## config.mk

```make
export PLATFORM = sky130hd
export DESIGN_NAME = sim_exit_monitor
export DESIGN_NICKNAME = d
export VERILOG_FILES = /design/src/rtl/sim_exit_monitor.sv
export SDC_FILE = /design/constraint.sdc
export NUM_CORES = 1
export LEC_CHECK = 0
export CAP_MARGIN = 30
export CORE_MARGIN = 2
export CORE_UTILIZATION = 55
export CTS_BUF_LIST = sky130_fd_sc_hd__clkbuf_2 sky130_fd_sc_hd__clkbuf_4 sky130_fd_sc_hd__clkbuf_8
export DETAILED_ROUTE_END_ITERATION = 7
export PLACE_DENSITY = 0.85
export SLEW_MARGIN = 20
export SYNTH_ARGS = -nofsm -noshare
export SYNTH_HDL_FRONTEND = slang
export SYNTH_SLANG_ARGS = --single-unit
export TNS_END_PERCENT = 20
```

## constraint.sdc

```tcl
create_clock -name clk -period 9 [get_ports clk]
set_input_delay 1.35 -clock clk [delete_from_list [all_inputs] [get_ports clk]]
set_output_delay 1.35 -clock clk [all_outputs]
set_load 0.005 [all_outputs]
```

## src/rtl/sim_exit_monitor.sv

```systemverilog
// sim_exit_monitor: classifies a run as pass/fail/timeout from the harness exit strobe,
// latching exit code and RUN cycle count, with a periodic heartbeat while running.
module sim_exit_monitor #(
  parameter int EXIT_WIDTH = 32,
  parameter int CNT_WIDTH  = 32,
  parameter int HB_LOG2    = 16
) (
  input  logic                  clk,
  input  logic                  rst_n,
  input  logic                  en_i,
  input  logic                  clear_i,
  input  logic [CNT_WIDTH-1:0]  max_cycles_i,
  input  logic                  exit_valid_i,
  input  logic [EXIT_WIDTH-1:0] exit_value_i,
  output logic                  running_o,
  output logic                  done_o,
  output logic                  pass_o,
  output logic                  fail_o,
  output logic                  timeout_o,
  output logic [EXIT_WIDTH-1:0] exit_code_o,
  output logic [CNT_WIDTH-1:0]  cycle_count_o,
  output logic                  heartbeat_o
);
  typedef enum logic [1:0] {S_IDLE, S_RUN, S_EXITED, S_TIMEOUT} state_t;
  state_t r_state, w_next;
  logic [CNT_WIDTH-1:0]  r_cnt, r_max, w_cnt_d, w_max_d;
  logic [EXIT_WIDTH-1:0] r_code, w_code_d;
  logic r_done, r_pass, r_fail, r_to, r_hb;
  logic w_done_d, w_pass_d, w_fail_d, w_to_d, w_hb_d;
  logic [CNT_WIDTH:0] w_inc;
  logic w_run, w_idle, w_limit, w_sat, w_wrap, w_exit, w_step;
  assign w_inc   = {1'b0, r_cnt} + 1'b1;
  assign w_run   = r_state == S_RUN;
  assign w_idle  = r_state == S_IDLE;
  // Extra top bit on w_inc keeps the limit compare exact at the counter's ceiling.
  assign w_limit = (r_max != '0) && (w_inc >= {1'b0, r_max});
  assign w_sat   = &r_cnt;
  assign w_wrap  = !w_sat && (w_inc[HB_LOG2-1:0] == '0);
  assign w_exit  = w_run && !clear_i && exit_valid_i;
  assign w_step  = w_run && !clear_i && !exit_valid_i;
  always_ff @(posedge clk or negedge rst_n)
    if (!rst_n) r_state <= S_IDLE;
    else r_state <= w_next;
  always_comb begin
    w_next = clear_i ? S_IDLE :
             w_idle  ? (en_i ? S_RUN : S_IDLE) :
             w_run   ? (exit_valid_i ? S_EXITED : w_limit ? S_TIMEOUT : S_RUN) :
             r_state;
  end
  always_comb begin
    w_max_d  = (!clear_i && w_idle && en_i) ? max_cycles_i : clear_i ? '0 : r_max;
    w_cnt_d  = (clear_i || w_idle) ? '0 : (w_step && !w_sat) ? w_inc[CNT_WIDTH-1:0] : r_cnt;
    w_code_d = clear_i ? '0 : w_exit ? exit_value_i : r_code;
    w_pass_d = clear_i ? 1'b0 : w_exit ? (exit_value_i == '0) : r_pass;
    w_fail_d = clear_i ? 1'b0 : w_exit ? (exit_value_i != '0) : r_fail;
    w_to_d   = clear_i ? 1'b0 : (w_step && w_limit) ? 1'b1 : r_to;
    w_done_d = clear_i ? 1'b0 : (w_exit || (w_step && w_limit)) ? 1'b1 : r_done;
    w_hb_d   = w_step && !w_limit && w_wrap;
  end
  always_ff @(posedge clk or negedge rst_n)
    if (!rst_n) begin
      r_cnt  <= '0;
      r_max  <= '0;
      r_code <= '0;
      r_done <= 1'b0;
      r_pass <= 1'b0;
      r_fail <= 1'b0;
      r_to   <= 1'b0;
      r_hb   <= 1'b0;
    end else begin
      r_cnt  <= w_cnt_d;
      r_max  <= w_max_d;
      r_code <= w_code_d;
      r_done <= w_done_d;
      r_pass <= w_pass_d;
      r_fail <= w_fail_d;
      r_to   <= w_to_d;
      r_hb   <= w_hb_d;
    end
  assign running_o     = w_run;
  assign done_o        = r_done;
  assign pass_o        = r_pass;
  assign fail_o        = r_fail;
  assign timeout_o     = r_to;
  assign exit_code_o   = r_code;
  assign cycle_count_o = r_cnt;
  assign heartbeat_o   = r_hb;
endmodule

```

==> metrics.md <==
| Metric | Value |
|---|---|
| Chain of cells forming the critical path | nand3_2 -> or4_1 -> or4_1 -> or3_1 -> xnor2_1 -> ha_1 -> nand4_1 -> or4_1 -> o21ai_0 -> a2bb2oi_1 -> nand2_1 -> a22o_1 |
| Num CTS Buffers | 9 |
| Min-Delay Startpoint | exit_code_o[2] |
| End of the worst register-to-register path | timeout_o |
| Endpoint of the worst hold-timing path | exit_code_o[2] |
| Maximum number of pins on one net before global-route repair | 64 |
| Number of register bits inferred by synthesis | 103 |
| Final WL | 15.33 mm |
| Sequential fraction of the synthesis area | 46.41% |
| Count of max-cap constraint violations | 0 |
| Max_slew headroom | 42.58% |
| Reg-to-reg setup timing slack | 4890 ps |
| Worst hold path class | flip-flop to flip-flop |
| Async S/R FF share, synth | 100.0% |
| Area growth, synth to finish | 30.25% |
| Remaining antenna violation count after routing | 0 |
| Cell at the root of the clock tree | clkbuf_8 |
| Mapped Avg Cell Area | 9.865 um^2 |
| Predominant post-synthesis flop cell | dfrtp_1 |
| Post-route design area | 0.007234 mm^2 |
| Maximum buffer depth of the clock tree | 2 |
| RSZ-0062 raised after global routing | false |
| Final estimated routing congestion in global placement | 0.9390 |
| Peak fanout along the critical path | 10 |
| Distinct cells, synth | 46 |
| Sort of element at the start of the critical path | flip-flop |
| Crit path max-delay family | simple AND/OR/NAND/NOR gates |
| Post-placement worst setup slack | 4961 ps |
| Horizontal extent of the die | 104.5 um |
| Synthesized instance count | 563 |
| Clock edge transition at the registers on the reported setup and hold paths | 110 ps |
| IO buf count | 138 |
| Gr usage total | 28.64% |
| Routed length per placed instance | 18.56 um |
| Number of warnings printed during yosys synthesis | 0 |
| Via count of the first global-routing pass | 5011 |
| Ratio of routed vias to standard cells | 6.077 |
| Number of standard-cell rows in the floorplan | 36 |
| Total setup violations reported at the end of the flow | 0 |
| Nets | 790 |
| Worst Path Buf+Inv | 0 |
| TritonRoute pass-1 iters | 8 |
| Worst Path Arrival | 4420 ps |
| Power density over cell area | 126.7 mW/mm^2 |
| Cells resized by post-CTS repair | 0 |
| Sinks on the clock net | 103 |
| Pins Over Slew Limit | 0 |
| Antenna diodes | 0 |
| Time the worst path needs with I/O delays and setup | 4110 ps |
| Total die area | 0.01092 mm^2 |
| Static Leakage | 3.193 nW |
| Transition time of the tightest slew-check pin | 854.7 ps |
| Data required time at the worst endpoint | 9310 ps |
| Placeable core area | 0.009774 mm^2 |
| Number of violations reported at the end of detailed-routing iteration 0 | 271 |
| Beginning of the worst register-to-register path | cycle_count_o[10] |
| Worst clock skew | 10.04 ps |
| Slowest library cell on the worst path | or4_1 |
| Clock insertion delay at the later pin of the skew report | 370 ps |
| Num ports | 139 |
| Number of cells on the worst reg-to-reg path | 12 |
| Number of antenna violations at the first check in global routing | 0 |
| Post-CTS setup buffer count | 0 |
| GRT overflow | 0 |
| Combined area of all synthesized cells | 0.005554 mm^2 |
| Hold violation total from the final report | 0 |
| Starting density of the core | 56.82% |
| Worst setup path category | flip-flop to flip-flop |
| Final-layout setup total negative slack | 0 ps |
| Final WS setup | 4890 ps |
| Fraction of layout instances using a drive strength above 1 | 5.051% |
| Maximum vdd ir drop | 0.00009265 V |
| Largest stage delay on the critical path | 640 ps |
| Wire length of the first global-routing pass | 25.12 mm |
| WHS Path Cells | 1 |
| Capturing element type of the critical path | flip-flop |
| Fmax | 243.3 MHz |
| Post-detailed-placement cell area | 0.007041 mm^2 |
| Period utilisation layout | 45.67% |
| Most numerous cell on the critical path | or4_1 |
| Outcome | complete, no violations |
| Die Height | 104.5 um |
| Vias after detailed routing | 5020 |
| Cell count after placement | 810 |
| Number of enable flip-flop cells after synthesis | 0 |
| # H-tree levels | 3 |
| DRC | 0 |
| Detail Placement HPWL | 11.34 mm |
| Hold buffers post-CTS | 0 |
| Clock tree from TritonCTS | yes |
| Syn Nets | 665 |
| Final std cells w/o fill | 826 |
[power breakdown]
part           internal, W  switching [W]  total [W]
Clock             0.000112       0.000177   0.000289
Sequential        0.000479      0.0000152   0.000494
Combinational    0.0000682      0.0000656   0.000134
[metal layers]
layer  track usage, %  up-vias  wire length, um
met4            10.23        0              370
met2            45.75      224             7308
met3            9.211       34             1443
met1            36.62     2451             6205
li1                 -     2311                -
met5                0        -                0
[stage by stage]
step / total power [W] / util [%] / hold slack [ps]
final: 0.0009169 / 74.01 / 517.6
after global routing: 0.0009554 / 74.01 / 530.3
after CTS: 0.0009207 / 74.01 / 520.3
after floorplan: 0.0005581 / - / 474.1
after global placement: 0.0006302 / 71.83 / 462.3
after detailed placement: 0.0006351 / 72.03 / 490.7
[cell usage in the layout (no fill, tap or decap), drive strengths merged, types with 2 or more instances in the layout]
cell type,netlist,routed
clkdlybuf4s50,0,137
dfrtp,103,103
a22o,65,65
inv,43,47
nand3,43,43
nand2,34,34
ha,33,33
o21ai,29,29
nor2,25,25
xnor2,23,23
nor4,21,21
a21oi,18,18
nand2b,13,13
nand4,12,12
o31ai,10,10
clkbuf,22,10
nor3,9,9
xor2,7,7
buf,8,7
nor2b,5,5
a21o,5,5
and3,4,4
or4,4,4
and4,3,3
a31oi,3,3
mux2,3,3
and2,3,3
o41ai,2,2
clkinv,0,2
[worst max-delay path by stage]
stage | start | end | slack (ps) | cells past startpoint
after floorplan | cycle_count_o[10] | timeout_o | 5300 | 14
after global placement | cycle_count_o[10] | timeout_o | 5120 | 12
after detailed placement | cycle_count_o[10] | r_state[1] | 4960 | 12
after CTS | cycle_count_o[10] | r_state[1] | 4940 | 12
after global routing | cycle_count_o[10] | r_state[1] | 4660 | 12
final | cycle_count_o[10] | timeout_o | 4890 | 12
[sequential cells by signal, indices dropped and copies added (netlist names)]
register and cells:
cycle_count_o 32, heartbeat_o 1, pass_o 1, r_max 32, fail_o 1, done_o 1, timeout_o 1, exit_code_o 32
r_state 2
[cell families after synthesis]
logic type / after synthesis / synth area share, %
compound gates: 142 / 18.88
xor+xnor: 30 / 4.731
fa+ha+maj: 33 / 7.434
buf+inv: 73 / 5.226
flops: 103 / 46.41
mux: 3 / 0.6082
simple gates: 179 / 16.72
[area by class of cell]
| cell class | count | area [um^2] |
|---|---|---|
| clock inverter | 6 | 62.56 |
| clock buffer | 10 | 131.4 |
| inverter | 43 | 161.4 |
| fill | 708 | 2540 |
| sequential | 103 | 2577 |
| timing repair buffer | 144 | 1431 |
| multi-input combinational | 387 | 2704 |
| tap | 133 | 166.4 |
[cells in the mapped netlist, types with 5 or more instances]
library cell / number / area (um^2)
a21o_1: 5 / 37.54
a21oi_1: 18 / 90.09
a22o_1: 65 / 569.3
buf_2: 7 / 35.03
clkbuf_1: 22 / 82.58
dfrtp_1: 103 / 2577
ha_1: 33 / 412.9
inv_1: 43 / 161.4
nand2_1: 34 / 127.6
nand2b_1: 13 / 81.33
nand3_1: 42 / 210.2
nand4_1: 12 / 75.07
nor2_1: 25 / 93.84
nor2b_1: 5 / 31.28
nor3_1: 9 / 45.04
nor4_1: 21 / 131.4
o21ai_0: 16 / 80.08
o21ai_1: 12 / 60.06
o31ai_1: 10 / 75.07
xnor2_1: 23 / 201.4
xor2_1: 7 / 61.31
No activity file was read; power rests on OpenSTA's default activity.
